--- src/rtl/fir_xifu_host.sv ---
// CPU-side CV-XIF driver for the FIR XIFU: issues pre-decoded offload requests, commits them,
// serves coprocessor memory requests on an OBI-like port and collects results.
module fir_xifu_host #(
  parameter int unsigned ID_WIDTH        = 4,
  parameter int unsigned MAX_OUTSTANDING = 4
) (
  input  logic                     clk_i,
  input  logic                     rst_ni,

  // Offload request source
  input  logic                     instr_valid_i,
  output logic                     instr_ready_o,
  input  logic [31:0]              instr_i,
  input  logic [1:0][31:0]         rs_i,
  input  logic                     kill_i,

  // XIF issue
  output logic                     issue_valid_o,
  input  logic                     issue_ready_i,
  output logic [31:0]              issue_instr_o,
  output logic [1:0]               issue_mode_o,
  output logic [ID_WIDTH-1:0]      issue_id_o,
  output logic [1:0][31:0]         issue_rs_o,
  output logic [1:0]               issue_rs_valid_o,
  output logic [31:0]              issue_hartid_o,
  input  logic                     issue_accept_i,

  // XIF compressed
  output logic                     compressed_valid_o,

  // XIF commit
  output logic                     commit_valid_o,
  output logic [ID_WIDTH-1:0]      commit_id_o,
  output logic                     commit_kill_o,

  // XIF memory request
  input  logic                     mem_valid_i,
  output logic                     mem_ready_o,
  input  logic [31:0]              mem_addr_i,
  input  logic                     mem_we_i,
  input  logic [3:0]               mem_be_i,
  input  logic [31:0]              mem_wdata_i,
  input  logic [ID_WIDTH-1:0]      mem_id_i,
  output logic                     mem_resp_exc_o,
  output logic                     mem_resp_dbg_o,

  // XIF memory result
  output logic                     mem_result_valid_o,
  output logic [ID_WIDTH-1:0]      mem_result_id_o,
  output logic [31:0]              mem_result_rdata_o,
  output logic                     mem_result_err_o,

  // XIF result
  input  logic                     result_valid_i,
  output logic                     result_ready_o,
  input  logic [ID_WIDTH-1:0]      result_id_i,
  input  logic [31:0]              result_data_i,
  input  logic [4:0]               result_rd_i,
  input  logic                     result_we_i,

  // Data port
  output logic                     data_req_o,
  output logic                     data_we_o,
  output logic [3:0]               data_be_o,
  output logic [31:0]              data_addr_o,
  output logic [31:0]              data_wdata_o,
  input  logic                     data_gnt_i,
  input  logic                     data_rvalid_i,
  input  logic [31:0]              data_rdata_i,

  // Status
  output logic                     wb_valid_o,
  output logic [4:0]               wb_rd_o,
  output logic [31:0]              wb_data_o,
  output logic                     illegal_o,
  output logic                     id_error_o
);

  localparam int unsigned CntW = $clog2(MAX_OUTSTANDING + 1);
  localparam int unsigned PtrW = (MAX_OUTSTANDING > 1) ? $clog2(MAX_OUTSTANDING) : 1;
  localparam logic [CntW-1:0] MaxCnt  = CntW'(MAX_OUTSTANDING);
  localparam logic [PtrW-1:0] LastPtr = PtrW'(MAX_OUTSTANDING - 1);

  typedef enum logic [0:0] {StIdle, StIssue} issue_state_e;
  typedef enum logic [1:0] {MIdle, MReq, MWait, MResp} mem_state_e;

  issue_state_e           state_q;
  logic [31:0]            instr_q;
  logic [1:0][31:0]       rs_q;
  logic                   kill_q;
  logic [ID_WIDTH-1:0]    id_cnt_q;
  logic                   commit_valid_q;
  logic [ID_WIDTH-1:0]    commit_id_q;
  logic                   commit_kill_q;
  logic                   illegal_q;

  logic [CntW-1:0]        outstanding_q;
  logic [ID_WIDTH-1:0]    fifo_q [MAX_OUTSTANDING];
  logic [PtrW-1:0]        wr_ptr_q, rd_ptr_q;
  logic                   id_error_q;

  logic                   wb_valid_q;
  logic [4:0]             wb_rd_q;
  logic [31:0]            wb_data_q;

  mem_state_e             mstate_q;
  logic [31:0]            maddr_q, mwdata_q, mrdata_q;
  logic                   mwe_q;
  logic [3:0]             mbe_q;
  logic [ID_WIDTH-1:0]    mid_q;

  logic instr_hs, issue_hs, push, pop;

  function automatic logic [PtrW-1:0] ptr_inc(input logic [PtrW-1:0] p);
    return (p == LastPtr) ? '0 : p + PtrW'(1);
  endfunction

  assign instr_ready_o = (state_q == StIdle) && (outstanding_q < MaxCnt);
  assign instr_hs      = instr_valid_i && instr_ready_o;
  assign issue_hs      = (state_q == StIssue) && issue_ready_i;
  assign push          = issue_hs && issue_accept_i;
  // A result with nothing outstanding is flagged but must not underflow the FIFO.
  assign pop           = result_valid_i && (outstanding_q != '0);

  // Issue FSM and commit generation
  always_ff @(posedge clk_i) begin
    if (!rst_ni) begin
      state_q        <= StIdle;
      instr_q        <= '0;
      rs_q           <= '0;
      kill_q         <= 1'b0;
      id_cnt_q       <= '0;
      commit_valid_q <= 1'b0;
      commit_id_q    <= '0;
      commit_kill_q  <= 1'b0;
      illegal_q      <= 1'b0;
    end else begin
      commit_valid_q <= 1'b0;
      illegal_q      <= 1'b0;
      case (state_q)
        StIdle: begin
          if (instr_hs) begin
            instr_q <= instr_i;
            rs_q    <= rs_i;
            kill_q  <= kill_i;
            state_q <= StIssue;
          end
        end
        StIssue: begin
          if (issue_ready_i) begin
            commit_valid_q <= 1'b1;
            commit_id_q    <= id_cnt_q;
            commit_kill_q  <= kill_q | ~issue_accept_i;
            illegal_q      <= ~issue_accept_i;
            id_cnt_q       <= id_cnt_q + ID_WIDTH'(1);
            state_q        <= StIdle;
          end
        end
        default: state_q <= StIdle;
      endcase
    end
  end

  // In-order ID tracking
  always_ff @(posedge clk_i) begin
    if (!rst_ni) begin
      outstanding_q <= '0;
      wr_ptr_q      <= '0;
      rd_ptr_q      <= '0;
      id_error_q    <= 1'b0;
    end else begin
      if (push) wr_ptr_q <= ptr_inc(wr_ptr_q);
      if (pop)  rd_ptr_q <= ptr_inc(rd_ptr_q);
      if (push && !pop)      outstanding_q <= outstanding_q + CntW'(1);
      else if (!push && pop) outstanding_q <= outstanding_q - CntW'(1);
      if (result_valid_i && ((outstanding_q == '0) || (result_id_i != fifo_q[rd_ptr_q]))) begin
        id_error_q <= 1'b1;
      end
    end
  end

  always_ff @(posedge clk_i) begin
    if (push) fifo_q[wr_ptr_q] <= id_cnt_q;
  end

  // Scalar writeback
  always_ff @(posedge clk_i) begin
    if (!rst_ni) begin
      wb_valid_q <= 1'b0;
      wb_rd_q    <= '0;
      wb_data_q  <= '0;
    end else begin
      wb_valid_q <= 1'b0;
      if (result_valid_i && result_we_i && (result_rd_i != 5'd0)) begin
        wb_valid_q <= 1'b1;
        wb_rd_q    <= result_rd_i;
        wb_data_q  <= result_data_i;
      end
    end
  end

  // Memory FSM: a single transaction in flight
  always_ff @(posedge clk_i) begin
    if (!rst_ni) begin
      mstate_q <= MIdle;
      maddr_q  <= '0;
      mwdata_q <= '0;
      mrdata_q <= '0;
      mwe_q    <= 1'b0;
      mbe_q    <= '0;
      mid_q    <= '0;
    end else begin
      case (mstate_q)
        MIdle: begin
          if (mem_valid_i) begin
            maddr_q  <= mem_addr_i;
            mwdata_q <= mem_wdata_i;
            mwe_q    <= mem_we_i;
            mbe_q    <= mem_be_i;
            mid_q    <= mem_id_i;
            mstate_q <= MReq;
          end
        end
        MReq:  if (data_gnt_i) mstate_q <= MWait;
        MWait: begin
          if (data_rvalid_i) begin
            mrdata_q <= data_rdata_i;
            mstate_q <= MResp;
          end
        end
        MResp: mstate_q <= MIdle;
        default: mstate_q <= MIdle;
      endcase
    end
  end

  assign issue_valid_o      = (state_q == StIssue);
  assign issue_instr_o      = instr_q;
  assign issue_rs_o         = rs_q;
  assign issue_rs_valid_o   = 2'b11;
  assign issue_id_o         = id_cnt_q;
  assign issue_mode_o       = 2'b11;
  assign issue_hartid_o     = '0;
  assign compressed_valid_o = 1'b0;

  assign commit_valid_o     = commit_valid_q;
  assign commit_id_o        = commit_id_q;
  assign commit_kill_o      = commit_kill_q;

  assign mem_ready_o        = (mstate_q == MIdle);
  assign mem_resp_exc_o     = 1'b0;
  assign mem_resp_dbg_o     = 1'b0;
  assign mem_result_valid_o = (mstate_q == MResp);
  assign mem_result_id_o    = mid_q;
  assign mem_result_rdata_o = mrdata_q;
  assign mem_result_err_o   = 1'b0;

  assign data_req_o         = (mstate_q == MReq);
  assign data_we_o          = mwe_q;
  assign data_be_o          = mbe_q;
  assign data_addr_o        = maddr_q;
  assign data_wdata_o       = mwdata_q;

  assign result_ready_o     = 1'b1;
  assign wb_valid_o         = wb_valid_q;
  assign wb_rd_o            = wb_rd_q;
  assign wb_data_o          = wb_data_q;
  assign illegal_o          = illegal_q;
  assign id_error_o         = id_error_q;

endmodule

--- config.mk ---
export PLATFORM = sky130hd
export DESIGN_NAME = fir_xifu_host
export DESIGN_NICKNAME = d
export VERILOG_FILES = /design/src/rtl/fir_xifu_host.sv
export SDC_FILE = /design/constraint.sdc
export NUM_CORES = 1
export LEC_CHECK = 0
export CAP_MARGIN = 20
export CORE_AREA = 2 2 216 218
export DETAILED_ROUTE_END_ITERATION = 10
export DIE_AREA = 0 0 218 220
export PLACE_DENSITY = 0.56
export SYNTH_ARGS = -nofsm -noshare
export SYNTH_HDL_FRONTEND = slang
export SYNTH_SLANG_ARGS = --single-unit
--- constraint.sdc ---
create_clock -name clk_i -period 3.75 [get_ports clk_i]
set_input_delay 0.375 -clock clk_i [delete_from_list [all_inputs] [get_ports clk_i]]
set_output_delay 0.375 -clock clk_i [all_outputs]
set_load 0.05 [all_outputs]
=== Word level (Yosys, flattened, before mapping) ===
Memories as Yosys holds them, arrays and structs flattened. A register that Yosys moved wholly into a read port is not among the register bits.
Index checks and enable logic that the tools add are counted.

* Register bits after elaboration: 262
* RAM bits: 16
* Output and inout port bits: 297
* Logic and storage cells: 85
* Memories: 1

{| class="wikitable"
|+ Memory list
! memory !! words !! bits a word !! read ports !! clocked after Yosys merged registers in !! wr ports !! RTL line !! text
|-
| fifo_q || 4 || 4 || 1 || 1 || 1 || 98 || <nowiki>logic [ID_WIDTH-1:0] fifo_q [MAX_OUTSTANDING];</nowiki>
|}

* Add/sub/neg operators: 5
* Magnitude comparators: 1
* Eq/ne operators: 9
* Mux-type cells: 17
* Bitwise logic cells: 3
* Reduce and logical (&&, ||, !) cells: 25

{| class="wikitable"
|+ Operators with widths
! kind !! number
|-
| 2-to-1 mux 2 bit || 7
|-
| logical AND 1 bit || 10
|-
| AND reduction 2 bit || 5
|-
| equality test 2 bit, second input constant || 4
|-
| one-hot mux 2 bit (4 select lines) || 1
|-
| 2-to-1 mux 1 bit || 6
|-
| 2-to-1 mux 3 bit || 2
|-
| AND reduction 3 bit || 2
|-
| nonzero test 5 bit || 1
|-
| adder 2 x 1 -> 2 bit, second input constant || 2
|-
| adder 4 x 1 -> 4 bit, second input constant || 1
|-
| inequality test 2 bit, second input constant || 2
|-
| inequality test 4 bit || 1
|-
| adder 3 x 1 -> 3 bit, second input constant || 1
|-
| logical NOT 3 bit || 1
|-
| < comparator 3 bit, second input constant || 1
|-
| nonzero test 3 bit || 1
|-
| subtractor 3 x 1 -> 3 bit, second input constant || 1
|-
| equality test 2 x 1 -> 1 bit, second input constant || 1
|-
| logical NOT 1 bit || 2
|-
| logical NOT 2 bit || 1
|-
| inequality test 2 x 1 -> 1 bit, second input constant || 1
|-
| inverter 1 bit || 2
|-
| one-hot mux 1 bit (2 select lines) || 1
|-
| 3 further kinds || 3
|}

=== Depth between registers and ports, before layout ===
* Depth in word-level cells: 6
* Gate-level depth with buffers: 10
* Gate-level depth less buffers: 9

=== Worst setup path after synthesis ===
Ideal clock, no wire load.

* Path type: reg2reg
* Start point: register state_q (netlist: issue_valid_o)
* End point: register outstanding_q[2]
* Library setup time: 0.076 ns
* Arrival time: 2.382 ns
* Slack: 1.292 ns
* Stages on the path, launching flop included: 11
* Buffers on the path: 1
* Period minus slack after synthesis: 2.458 ns
* Cell sequence: dfxtp_1 > and2_1 > clkbuf_1 > nand2_1 > inv_1 > ha_1 > inv_1 > fa_1 > xor2_1 > or3_1 > a21boi_0

* Longest elaborated chain between the ends: 5

{| class="wikitable"
|+ RTL lines
! element !! RTL line !! text
|-
| from (decl) || 87 || <nowiki>issue_state_e state_q;</nowiki>
|-
| from (signal assigned) || 128 || <nowiki>state_q <= StIdle;</nowiki>
|-
| from (signal assigned) || 146 || <nowiki>state_q <= StIssue;</nowiki>
|-
| from (signal assigned) || 156 || <nowiki>state_q <= StIdle;</nowiki>
|-
| logical AND 1 bit * || 120 || <nowiki>assign issue_hs = (state_q == StIssue) && issue_ready_i;</nowiki>
|-
| logical AND 1 bit * || 121 || <nowiki>assign push = issue_hs && issue_accept_i;</nowiki>
|-
| via push || 112 || <nowiki>logic instr_hs, issue_hs, push, pop;</nowiki>
|-
| logical NOT 1 bit || 175 || <nowiki>else if (!push && pop) outstanding_q <= outstanding_q - CntW'(1);</nowiki>
|-
| logical AND 1 bit || 175 ||
|-
| nonzero test 2 bit (no line) || n/a ||
|-
| to (signal assigned) || 174 || <nowiki>if (push && !pop) outstanding_q <= outstanding_q + CntW'(1);</nowiki>
|-
| to (signal assigned) || 175 ||
|-
| to (decl) || 97 || <nowiki>logic [CntW-1:0] outstanding_q;</nowiki>
|}

The timed path passes the listed nets; every way through them passes the cells marked *.
A chain may end at the register's enable or synchronous reset.

=== Worst setup path in the final report ===
* Start point: register state_q (netlist: issue_valid_o)
* End point: output port instr_ready_o

* Longest elaborated chain between the ends: 2

{| class="wikitable"
|+ RTL lines
! element !! RTL line !! text
|-
| inverter 1 bit (no line) || n/a ||
|-
| logical AND 1 bit || 118 || <nowiki>assign instr_ready_o = (state_q == StIdle) && (outstanding_q < MaxCnt);</nowiki>
|-
| to (decl) || 12 || <nowiki>output logic instr_ready_o,</nowiki>
|}

No other way between the ends.

==> results.json <==
{
  "hold_viol_final": 0,
  "cp.arrival_ns": 2.17,
  "cts_tree": "done",
  "worstHoldStart": "mem_wdata_i[4]",
  "synthSimpleGateAreaFrac": 0.189,
  "tns_ns": 0,
  "io_buffers": 508,
  "drt-total-wl_mm": 36.0,
  "drt-initial-drc-count": 351,
  "fp.coreArea_um2": 45900,
  "overflow": 0,
  "end_kind": "output port",
  "synth_fa_ha_area_frac": 0.0155,
  "startpoint_type": "flip-flop",
  "crit_buf_inv": 1,
  "avgSynthCellArea_um2": 8.93,
  "busiest_layer": "met2",
  "num_rows": 79,
  "grt_pass1_wl_mm": 53.6,
  "synth.area.mux_share": 0.0110,
  "drc": 0,
  "fin_util": 0.383,
  "drv_slew": 0,
  "hold_path_class": "primary input to flip-flop",
  "postCtsSetupBuffers": 0,
  "holdPathEnd": "data_wdata_o[4]$_SDFFE_PN0P_",
  "setup_viol": 0,
  "globalRouteMet1Util": 0.162,
  "synth_area_um2": 11000,
  "clk_path_buf_depth": 3,
  "rsz0062_at_grt": "false",
  "grt_pass1_vias": 9460,
  "cp_cell_sequence": "nor2_1 > clkdlybuf4s50_1",
  "yosys_warnings": 0,
  "r2r_cells": 7,
  "total_power_mw": 10.8,
  "antenna_found_initial": 0,
  "synth_seq_area_share": 0.526,
  "dp_hpwl_mm": 26.1,
  "hold_depth": 3,
  "p_leak_nw": 6.39,
  "syn-instance-count": 1227,
  "register_area_um2": 5770,
  "synth_top_family_by_area": "simple AND/OR/NAND/NOR gates",
  "firstDrtPassIters": 4,
  "io_pins": 550,
  "r2r-end": "outstanding_q[2]$_SDFFE_PN0P_",
  "start_util": 0.239,
  "hold_buffers": 0,
  "fmax_ghz": 0.393,
  "synth-xor-area-share": 0.00719,
  "dp.cells": 2274,
  "cp_max_fo": 6,
  "die_h_um": 220,
  "worst_pin_slew_ns": 0.824,
  "n_antenna_cell": 0,
  "grt_util_all_layers": 0.143,
  "h-tree-depth": 2,
  "min_period_over_period": 0.678,
  "clk_latency_ns": 0.53,
  "synth_top_area_frac": 0.482,
  "whs_ns": 0.399,
  "layout_commonest_cell": "clkdlybuf4s50_1",
  "fin_cells": 2338,
  "final_cell_mix": "clkdlybuf4s50_1 (507), nand2_1 (487), dfxtp_1 (264), a21boi_0 (216), conb_1 (41)",
  "min_period_ns": 2.54,
  "critPathMaxStageDelay_ns": 0.92,
  "crit_required_ns": 3.38,
  "skew_ns": 0.00984,
  "die-area_um2": 48000,
  "synth_compound_area_frac": 0.188,
  "cpLargestDelayFamily": "buffers and inverters",
  "cts_sinks": 280,
  "timing.rr.start": "outstanding_q[0]$_SDFFE_PN0P_",
  "via_per_inst": 4.13,
  "max-cap-violations": 0,
  "routedWlPerCell_um": 15.4,
  "regToRegSetupSlack_ns": 1.45,
  "grt_max_degree": 126,
  "ir_worst_vdd_mv": 0.414,
  "fillers": 4686,
  "clk_pin_slew_worst_paths_ns": 0.06,
  "p_per_area_nw_per_um2": 613,
  "met2_usage": 0.243,
  "path_class": "flip-flop to output port",
  "slew_headroom": 0.451,
  "ant_nets": 0,
  "synth_largest_area_cell": "dfxtp_1",
  "multi_input_area_um2": 4670,
  "synth.area.top_cells": "dfxtp_1 (48%), nand2_1 (17%), a21boi_0 (15%), edfxtp_1 (4.4%), a21boi_2 (3.1%)",
  "met3_usage": 0.0548,
  "status": "completed",
  "cts-resized-gates": 0,
  "routabilityCongestion": 0.777,
  "cts_root_buf": "clkbuf_16",
  "syn_to_final_growth_pct": 60.3,
  "die_w_um": 218,
  "nets": 1970,
  "yosys_register_bits": 280,
  "dr_total_vias": 9647,
  "crit_slowest_cell": "clkdlybuf4s50_1",
  "ys_types": 36,
  "drive_gt1_frac": 0.0641,
  "cts_made_buffers": 35
}
-- worst reg2reg max path: stages (launching register included) --
cell,delay (ns)
dfxtp_1,0.35
o31ai_1,0.50
ha_1,0.28
inv_1,0.06
fa_1,0.38
xor2_1,0.18
or3_1,0.30
a21boi_0,0.18
-- metrics by stage --
stage,cell area (um2),setup slack (ns)
after floorplan,11100,1.29
after global placement,16400,1.12
after detailed placement,16500,1.10
after CTS,17600,1.12
after global routing,17600,1.09
final,17600,1.21
-- cells by family (layout without fill, tap and decap cells) --
group	count (synthesis)	in the layout
and+or+nand+nor	527	527
DFF	280	280
AOI/OAI and AO/OA	258	258
buffers and inverters	131	596
adders and majority gates	13	13
xor gates and xnor gates	9	9
muxes	7	7
other	2	41
-- cell usage after synthesis (all sizes together) --
| cell type | number |
|---|---|
| clkbuf | 68 |
| a21oi | 2 |
| nand4 | 1 |
| edfxtp | 16 |
| nand3b | 1 |
| and3 | 5 |
| nand3 | 1 |
| a32oi | 2 |
| o211ai | 1 |
| o211a | 3 |
| fa | 1 |
| o21ai | 2 |
| or4 | 1 |
| ha | 12 |
| buf | 54 |
| nand2 | 493 |
| xnor2 | 4 |
| mux2i | 3 |
| nor2b | 7 |
| conb | 2 |
| or3 | 2 |
| xor2 | 5 |
| a21boi | 246 |
| a222oi | 1 |
| nor2 | 2 |
| nor3 | 4 |
| inv | 9 |
| and2 | 9 |
| nand2b | 1 |
| dfxtp | 264 |
| mux4 | 4 |
| o31ai | 1 |
-- worst max-delay path by stage --
stage / start / slack [ns] / end / depth (start not counted)
after floorplan: issue_valid_o$_SDFF_PN0_ / 1.29 / outstanding_q[2]$_SDFFE_PN0P_ / 10
after global placement: result_valid_i / 1.12 / outstanding_q[2]$_SDFFE_PN0P_ / 8
after detailed placement: result_valid_i / 1.10 / outstanding_q[2]$_SDFFE_PN0P_ / 8
after CTS: issue_valid_o$_SDFF_PN0_ / 1.12 / instr_ready_o / 2
after global routing: issue_valid_o$_SDFF_PN0_ / 1.09 / instr_ready_o / 2
final: issue_valid_o$_SDFF_PN0_ / 1.21 / instr_ready_o / 2
-- layer usage --
layer / up-vias / routed length [um]
li1: 4839 / -
met1: 4410 / 14300
met2: 336 / 17300
met3: 62 / 3310
met4: 0 / 1050
met5: - / 0
-- flip-flops by register name, summed over array words and instances, names as in the netlist, 2 cells and up, named ones only --
| signal | flops |
|---|---|
| outstanding_q | 3 |
| data_wdata_o | 32 |
| issue_rs_o | 64 |
| issue_instr_o | 32 |
| issue_id_o | 4 |
| mstate_q | 2 |
| mem_result_rdata_o | 32 |
| rd_ptr_q | 2 |
| wb_rd_o | 5 |
| data_addr_o | 32 |
| commit_id_o | 4 |
| fifo_q | 16 |
| wr_ptr_q | 2 |
| wb_data_o | 32 |
| data_be_o | 4 |
| mem_result_id_o | 4 |
-- where the power goes --
group	total [mW]	leakage, nW	switching (mW)	internal (mW)
Clock	3.18	0.527	1.30	1.88
Combinational	3.94	3.55	2.62	1.31
Sequential	3.66	2.31	0.239	3.42
-- cell type report --
class / instances / share of cell area
clock buffer: 54 / 0.0579
inverter: 9 / 0.00192
tap: 607 / 0.0432
clock inverter: 10 / 0.00370
multi-input combinational: 855 / 0.266
sequential: 280 / 0.328
timing repair buffer: 523 / 0.299
(Power assumes the default switching activity.)
